`src/rtl/uart_pkg.sv`:
```
// Shared UART definitions: receiver state encoding, parity selectors and the
// parity-bit function used by both the transmitter and the receiver.
package uart_pkg;

    typedef enum logic [2:0] {
        RX_IDLE   = 3'd0,
        RX_START  = 3'd1,
        RX_DATA   = 3'd2,
        RX_PARITY = 3'd3,
        RX_STOP   = 3'd4
    } rx_state_t;

    localparam logic [1:0] PAR_NONE = 2'd0;
    localparam logic [1:0] PAR_ODD  = 2'd1;
    localparam logic [1:0] PAR_EVEN = 2'd2;

    // Parity bit a transmitter appends; narrower words are zero-extended, which leaves the XOR unchanged.
    function automatic logic parity_bit(input logic [31:0] data, input logic [1:0] ptype);
        logic ones_odd;
        ones_odd = ^data;
        return (ptype == PAR_ODD) ? ~ones_odd : ones_odd;
    endfunction

endpackage

```
`src/rtl/uart_sync2.sv`:
```
// Two-flop synchronizer for an asynchronous single-bit input; both flops reset
// to RESET_VALUE so an idle-high line shows no edge when reset is released.
module uart_sync2 #(
    parameter logic RESET_VALUE = 1'b1
) (
    input  logic clk,
    input  logic rst,
    input  logic d,
    output logic q
);

    logic meta;

    always_ff @(posedge clk) begin
        if (rst) begin
            meta <= RESET_VALUE;
            q    <= RESET_VALUE;
        end else begin
            meta <= d;
            q    <= meta;
        end
    end

endmodule

```
`src/rtl/uart_rx.sv`:
```
// UART receiver: mid-bit sampling, LSB-first data, optional parity, one stop bit.
// Parity support is compiled in only when UART_RX_PARITY_EN is defined.
module uart_rx
    import uart_pkg::*;
#(
    parameter int CLOCKS_PER_BIT  = 434,
    parameter int DATA_BITS       = 8,
    parameter int CLOCK_CTR_WIDTH = 32
) (
    input  logic                 clk,
    input  logic                 rst,
    input  logic                 serial_in,
    input  logic [1:0]           parity_type,
    output logic [DATA_BITS-1:0] rx_data,
    output logic                 rx_valid,
    output logic                 parity_err,
    output logic                 frame_err,
    output logic                 rx_busy
);

    localparam int IDX_W = (DATA_BITS > 1) ? $clog2(DATA_BITS) : 1;
    localparam logic [CLOCK_CTR_WIDTH-1:0] HALF_BIT = CLOCK_CTR_WIDTH'((CLOCKS_PER_BIT - 1) / 2);
    localparam logic [CLOCK_CTR_WIDTH-1:0] FULL_BIT = CLOCK_CTR_WIDTH'(CLOCKS_PER_BIT - 1);
    localparam logic [IDX_W-1:0]           LAST_IDX = IDX_W'(DATA_BITS - 1);

    rx_state_t                state, state_next;
    logic [CLOCK_CTR_WIDTH-1:0] ctr, ctr_next;
    logic [IDX_W-1:0]         bit_idx, bit_idx_next;
    logic [DATA_BITS-1:0]     shift, shift_next;
    logic                     wait_high, wait_high_next;
    logic                     deliver;
    logic                     line;

`ifdef UART_RX_PARITY_EN
    logic [1:0] par_type_q, par_type_next;
    logic       par_bad, par_bad_next;
`else
    logic [1:0] unused_parity_type;
    assign unused_parity_type = parity_type;
    assign parity_err = 1'b0;
`endif

    uart_sync2 #(.RESET_VALUE(1'b1)) u_sync (
        .clk (clk),
        .rst (rst),
        .d   (serial_in),
        .q   (line)
    );

    assign rx_busy = (state != RX_IDLE);

    always_ff @(posedge clk) begin
        if (rst) begin
            state      <= RX_IDLE;
            ctr        <= '0;
            bit_idx    <= '0;
            shift      <= '0;
            wait_high  <= 1'b0;
            rx_data    <= '0;
            rx_valid   <= 1'b0;
            frame_err  <= 1'b0;
`ifdef UART_RX_PARITY_EN
            par_type_q <= PAR_NONE;
            par_bad    <= 1'b0;
            parity_err <= 1'b0;
`endif
        end else begin
            state      <= state_next;
            ctr        <= ctr_next;
            bit_idx    <= bit_idx_next;
            shift      <= shift_next;
            wait_high  <= wait_high_next;
            rx_valid   <= deliver;
`ifdef UART_RX_PARITY_EN
            par_type_q <= par_type_next;
            par_bad    <= par_bad_next;
`endif
            if (deliver) begin
                rx_data   <= shift;
                frame_err <= ~line;
`ifdef UART_RX_PARITY_EN
                parity_err <= par_bad;
`endif
            end
        end
    end

    // After a stop bit sampled low, IDLE ignores the line until it has been high once (break handling).
    always_comb begin
        state_next     = state;
        ctr_next       = ctr;
        bit_idx_next   = bit_idx;
        shift_next     = shift;
        wait_high_next = wait_high;
        deliver        = 1'b0;
`ifdef UART_RX_PARITY_EN
        par_type_next  = par_type_q;
        par_bad_next   = par_bad;
`endif
        case (state)
            RX_IDLE: begin
                ctr_next     = '0;
                bit_idx_next = '0;
                if (wait_high) begin
                    if (line) begin
                        wait_high_next = 1'b0;
                    end
                end else if (!line) begin
                    state_next = RX_START;
`ifdef UART_RX_PARITY_EN
                    par_type_next = (parity_type == 2'd3) ? PAR_NONE : parity_type;
                    par_bad_next  = 1'b0;
`endif
                end
            end
            RX_START: begin
                if (ctr == HALF_BIT) begin
                    ctr_next   = '0;
                    state_next = line ? RX_IDLE : RX_DATA;
                end else begin
                    ctr_next = ctr + CLOCK_CTR_WIDTH'(1);
                end
            end
            RX_DATA: begin
                if (ctr == FULL_BIT) begin
                    ctr_next                  = '0;
                    shift_next                = shift >> 1;
                    shift_next[DATA_BITS-1]   = line;
                    if (bit_idx == LAST_IDX) begin
                        bit_idx_next = '0;
                        state_next   = RX_STOP;
`ifdef UART_RX_PARITY_EN
                        if (par_type_q != PAR_NONE) begin
                            state_next = RX_PARITY;
                        end
`endif
                    end else begin
                        bit_idx_next = bit_idx + IDX_W'(1);
                    end
                end else begin
                    ctr_next = ctr + CLOCK_CTR_WIDTH'(1);
                end
            end
`ifdef UART_RX_PARITY_EN
            RX_PARITY: begin
                if (ctr == FULL_BIT) begin
                    ctr_next     = '0;
                    par_bad_next = (line != parity_bit(32'(shift), par_type_q));
                    state_next   = RX_STOP;
                end else begin
                    ctr_next = ctr + CLOCK_CTR_WIDTH'(1);
                end
            end
`endif
            RX_STOP: begin
                if (ctr == FULL_BIT) begin
                    ctr_next       = '0;
                    deliver        = 1'b1;
                    wait_high_next = ~line;
                    state_next     = RX_IDLE;
                end else begin
                    ctr_next = ctr + CLOCK_CTR_WIDTH'(1);
                end
            end
            default: begin
                state_next = RX_IDLE;
            end
        endcase
    end

endmodule

```
`config.mk`:
```
export PLATFORM = sky130hd
export DESIGN_NAME = uart_rx
export DESIGN_NICKNAME = d
export VERILOG_FILES = /design/src/rtl/uart_pkg.sv /design/src/rtl/uart_sync2.sv /design/src/rtl/uart_rx.sv
export SDC_FILE = /design/constraint.sdc
export NUM_CORES = 1
export LEC_CHECK = 0
export BUFFER_PORTS_ARGS = -buffer_cell sky130_fd_sc_hd__buf_2
export CAP_MARGIN = 40
export CORE_ASPECT_RATIO = 1.2
export CORE_MARGIN = 2
export CORE_UTILIZATION = 50
export CTS_CLUSTER_SIZE = 8
export DETAILED_ROUTE_END_ITERATION = 10
export PLACE_DENSITY = 0.65
export RECOVER_POWER = 25
export SKIP_CTS_REPAIR_TIMING = 1
export SLEW_MARGIN = 40
export SYNTH_ARGS = -nofsm -noshare
export SYNTH_HDL_FRONTEND = slang
export SYNTH_HIERARCHICAL = 1
export SYNTH_SLANG_ARGS = --single-unit
```
`constraint.sdc`:
```
create_clock -name clk -period 2.6 [get_ports clk]
set_input_delay 0.13 -clock clk [delete_from_list [all_inputs] [get_ports clk]]
set_output_delay 0.13 -clock clk [all_outputs]
set_load 0.01 [all_outputs]
```
==> flow_summary.yaml <==
run_status:
  status: "complete, no violations"
setup_path:
  r2r_setup_slack_ns: 0.22
  critPathKind: "reg -> reg"
  start_kind: "flip-flop"
  path_max_fanout: 22
  r2r-start: "ctr[0]"
  crit_cells: 8
  critPathBufInv: 1
  required_ns: 2.81
  reg2reg_to: "ctr[7]"
  cpLargestDelayFamily: "simple AND/OR/NAND/NOR gates"
  worst-endpoint-arrival_ns: 2.59
  slowest_delay_ns: 0.48
  reg2reg_depth: 8
  crit_chain: "ha_1, nand3_1, or4_4, o31a_1, or2_4, buf_4, a31oi_4, o31ai_1"
  worstSetupEndpointType: "flip-flop"
  crit_path_top_delay_cell: "or4_4"
grt:
  grt_pass1_vias: 2483
  antenna_found_initial: 0
  grt_pass1_wl_um: 11630
  grt_max_degree: 28
  overflow: 0
  grt_usage_pct: 23.36
final_layout:
  drive_above_1_share_pct: 12.02
  area_growth_pct: 12.64
  nNetsFinal: 396
  ff_latch_area_sq_mm: 0.001181
  fillers: 532
  multi_input_area_sq_mm: 0.001572
  final_core_util_pct: 57.83
  diodes: 0
synthesis:
  ys_ff_latch: 59
  synth_top_flop_cell: "dfxtp_1"
  ys_seq_area_share_pct: 41.13
  synth-edff-count: 0
  synth_nets: 368
  yosysUniqueCellTypes: 53
  synth.cell_area_sq_mm: 0.002872
  avgSynthCellArea_sq_um: 8.021
  async_flop_share_pct: 0
  synth_cells: 358
  ys_warn_count: 6
power_and_ir_drop:
  p_per_area_mw_per_mm2: 593.0
  ir_drop_mv: 0.3048
  p_leak_nw: 1.122
  power_mw: 1.918
detailed_routing:
  drc_errors: 0
  drt_pass1_iterations: 4
  viasPerCell: 5.824
  drtIter0Drc: 127
  ant_nets: 0
  routedWlPerCell_um: 14.51
  drt-total-wl_um: 6603
  vias: 2650
min_path:
  hold_end: "rx_valid"
  min_path_type: "in -> reg"
  min_from: "rst"
  hold_depth: 2
sta:
  period_minus_slack_ns: 2.380
  slew_violations: 0
  finClkSkew_ns: 0.01044
  period_share_pct: 91.54
  tns_ns: 0
  rsz0062_at_grt: "no"
  tightest_slew_ns: 0.5404
  setup_ws_ns: 0.2200
  setup_viol: 0
  fmax_ghz: 0.4202
  relSlewSlack_pct: 63.89
  holdWs_ns: 0.1023
  hold_viol_final: 0
floorplanning:
  chipWidth_um: 73.18
  initial_core_util_pct: 51.34
  coreArea_sq_mm: 0.005593
  die-area_sq_mm: 0.006368
  core.rowCount: 30
  io_pins: 17
  die_h_um: 87.02
placement:
  gp_congestion: 0.8369
  pre_cts_slack_ns: 0.2590
  port_buffers: 13
  post-dp-hpwl_um: 4677
clock_network:
  cts_max_level: 3
  cts_root_buf: "clkbuf_8"
  clock_path_buffers: 2
  cts.sinks: 59
  cts_buffers: 9
  cts_tree: "built"
  clk_pin_slew_ns: 0.07
  clock_latency_ns: 0.33
run:
  cap_violations: 0
[worst max-delay path by stage]
stage,from,end,slack [ns]
floorplan,ctr[1],ctr[7],0.40
global placement,ctr[0],ctr[7],0.28
detailed placement,ctr[0],ctr[7],0.26
CTS,ctr[0],ctr[7],0.23
global route,ctr[1],ctr[9],0.08
finish,ctr[0],ctr[7],0.22
[final cells by class]
cell class / instances / share of cell area (%)
Clock buffer: 10 / 4.255
Inverter: 7 / 0.8124
Timing Repair Buffer: 33 / 6.073
Tap cell: 64 / 2.476
Multi-Input combinational cell: 276 / 48.59
Clock inverter: 6 / 1.277
Sequential cell: 59 / 36.52
[flip-flops by register name, indices dropped and copies added, names as in the netlist]
register	cells
bit_idx	3
ctr	32
frame_err	1
rx_data	8
rx_valid	1
shift	8
state	3
u_sync/meta	1
u_sync/q	1
wait_high	1
[layout by cell type, fill, tap and decap left out, drive strengths merged, types with 3 or more instances in the layout]
cell / synthesis / final
clkinvlp: 0 / 3
and4: 4 / 4
nor3: 17 / 17
nand4: 6 / 6
dfxtp: 59 / 59
xnor2: 3 / 3
or4: 3 / 3
nand2b: 4 / 4
or2: 6 / 6
clkbuf: 8 / 23
ha: 5 / 5
a31oi: 23 / 23
nand3: 17 / 17
buf: 8 / 19
inv: 7 / 7
a21oi: 34 / 34
nor4: 9 / 9
nor2: 25 / 25
and2: 3 / 3
a22o: 3 / 3
nand2: 63 / 63
o21ai: 13 / 13
a21o: 5 / 5
clkinv: 0 / 3
and3: 9 / 9
[cell families (layout without fill, tap and decap cells)]
kind of cell,count (synthesis),count (layout),share of synthesized area [%]
other,1,1,0.1306
xor gates and xnor gates,5,5,1.525
and+or+nand+nor,171,171,30.02
DFF,59,59,41.13
AOI/OAI and AO/OA,94,94,20.87
adders and majority gates,5,5,2.179
buffers and inverters,23,56,4.139
[cells in the mapped netlist (7+ instances only)]
cell type / instances / share of area, %
dfxtp_1: 59 / 41
nor3_1: 16 / 2.8
nand3_1: 17 / 3.0
clkbuf_1: 8 / 1.0
o21ai_0: 13 / 2.3
and3_1: 9 / 2.0
nand2_1: 62 / 8.1
a31oi_1: 22 / 4.8
a21oi_1: 34 / 5.9
nor2_1: 25 / 3.3
nor4_1: 8 / 1.7
inv_1: 7 / 0.92
[metrics by stage]
| stage | std cells | area [sq um] |
|---|---|---|
| final | 455 | 3234 |
| after floorplan | 358 | 2872 |
| after global placement | 438 | 3067 |
| after global routing | 455 | 3234 |
| after CTS | 454 | 3246 |
| after detailed placement | 438 | 3067 |
[worst register-to-register path: stages, from the launching register on]
cell,delay [ns]
dfxtp_1,0.41
ha_1,0.19
nand3_1,0.07
or4_4,0.48
o31a_1,0.33
or2_4,0.34
buf_4,0.21
a31oi_4,0.15
o31ai_1,0.08
[power breakdown]
| group | internal, mW | switching [mW] | total, mW |
|---|---|---|---|
| clock | 0.369 | 0.374 | 0.743 |
| sequential | 0.915 | 0.0157 | 0.931 |
| combinational | 0.0900 | 0.154 | 0.244 |
[routing by layer]
layer,track usage [%],wire [um],vias to the layer above
met2,38.90,3281,41
met5,0,0,-
li1,-,-,1356
met4,8.586,84,0
met1,28.84,3015,1247
met3,5.903,221,6
Power figures use the tool's default switching activity.
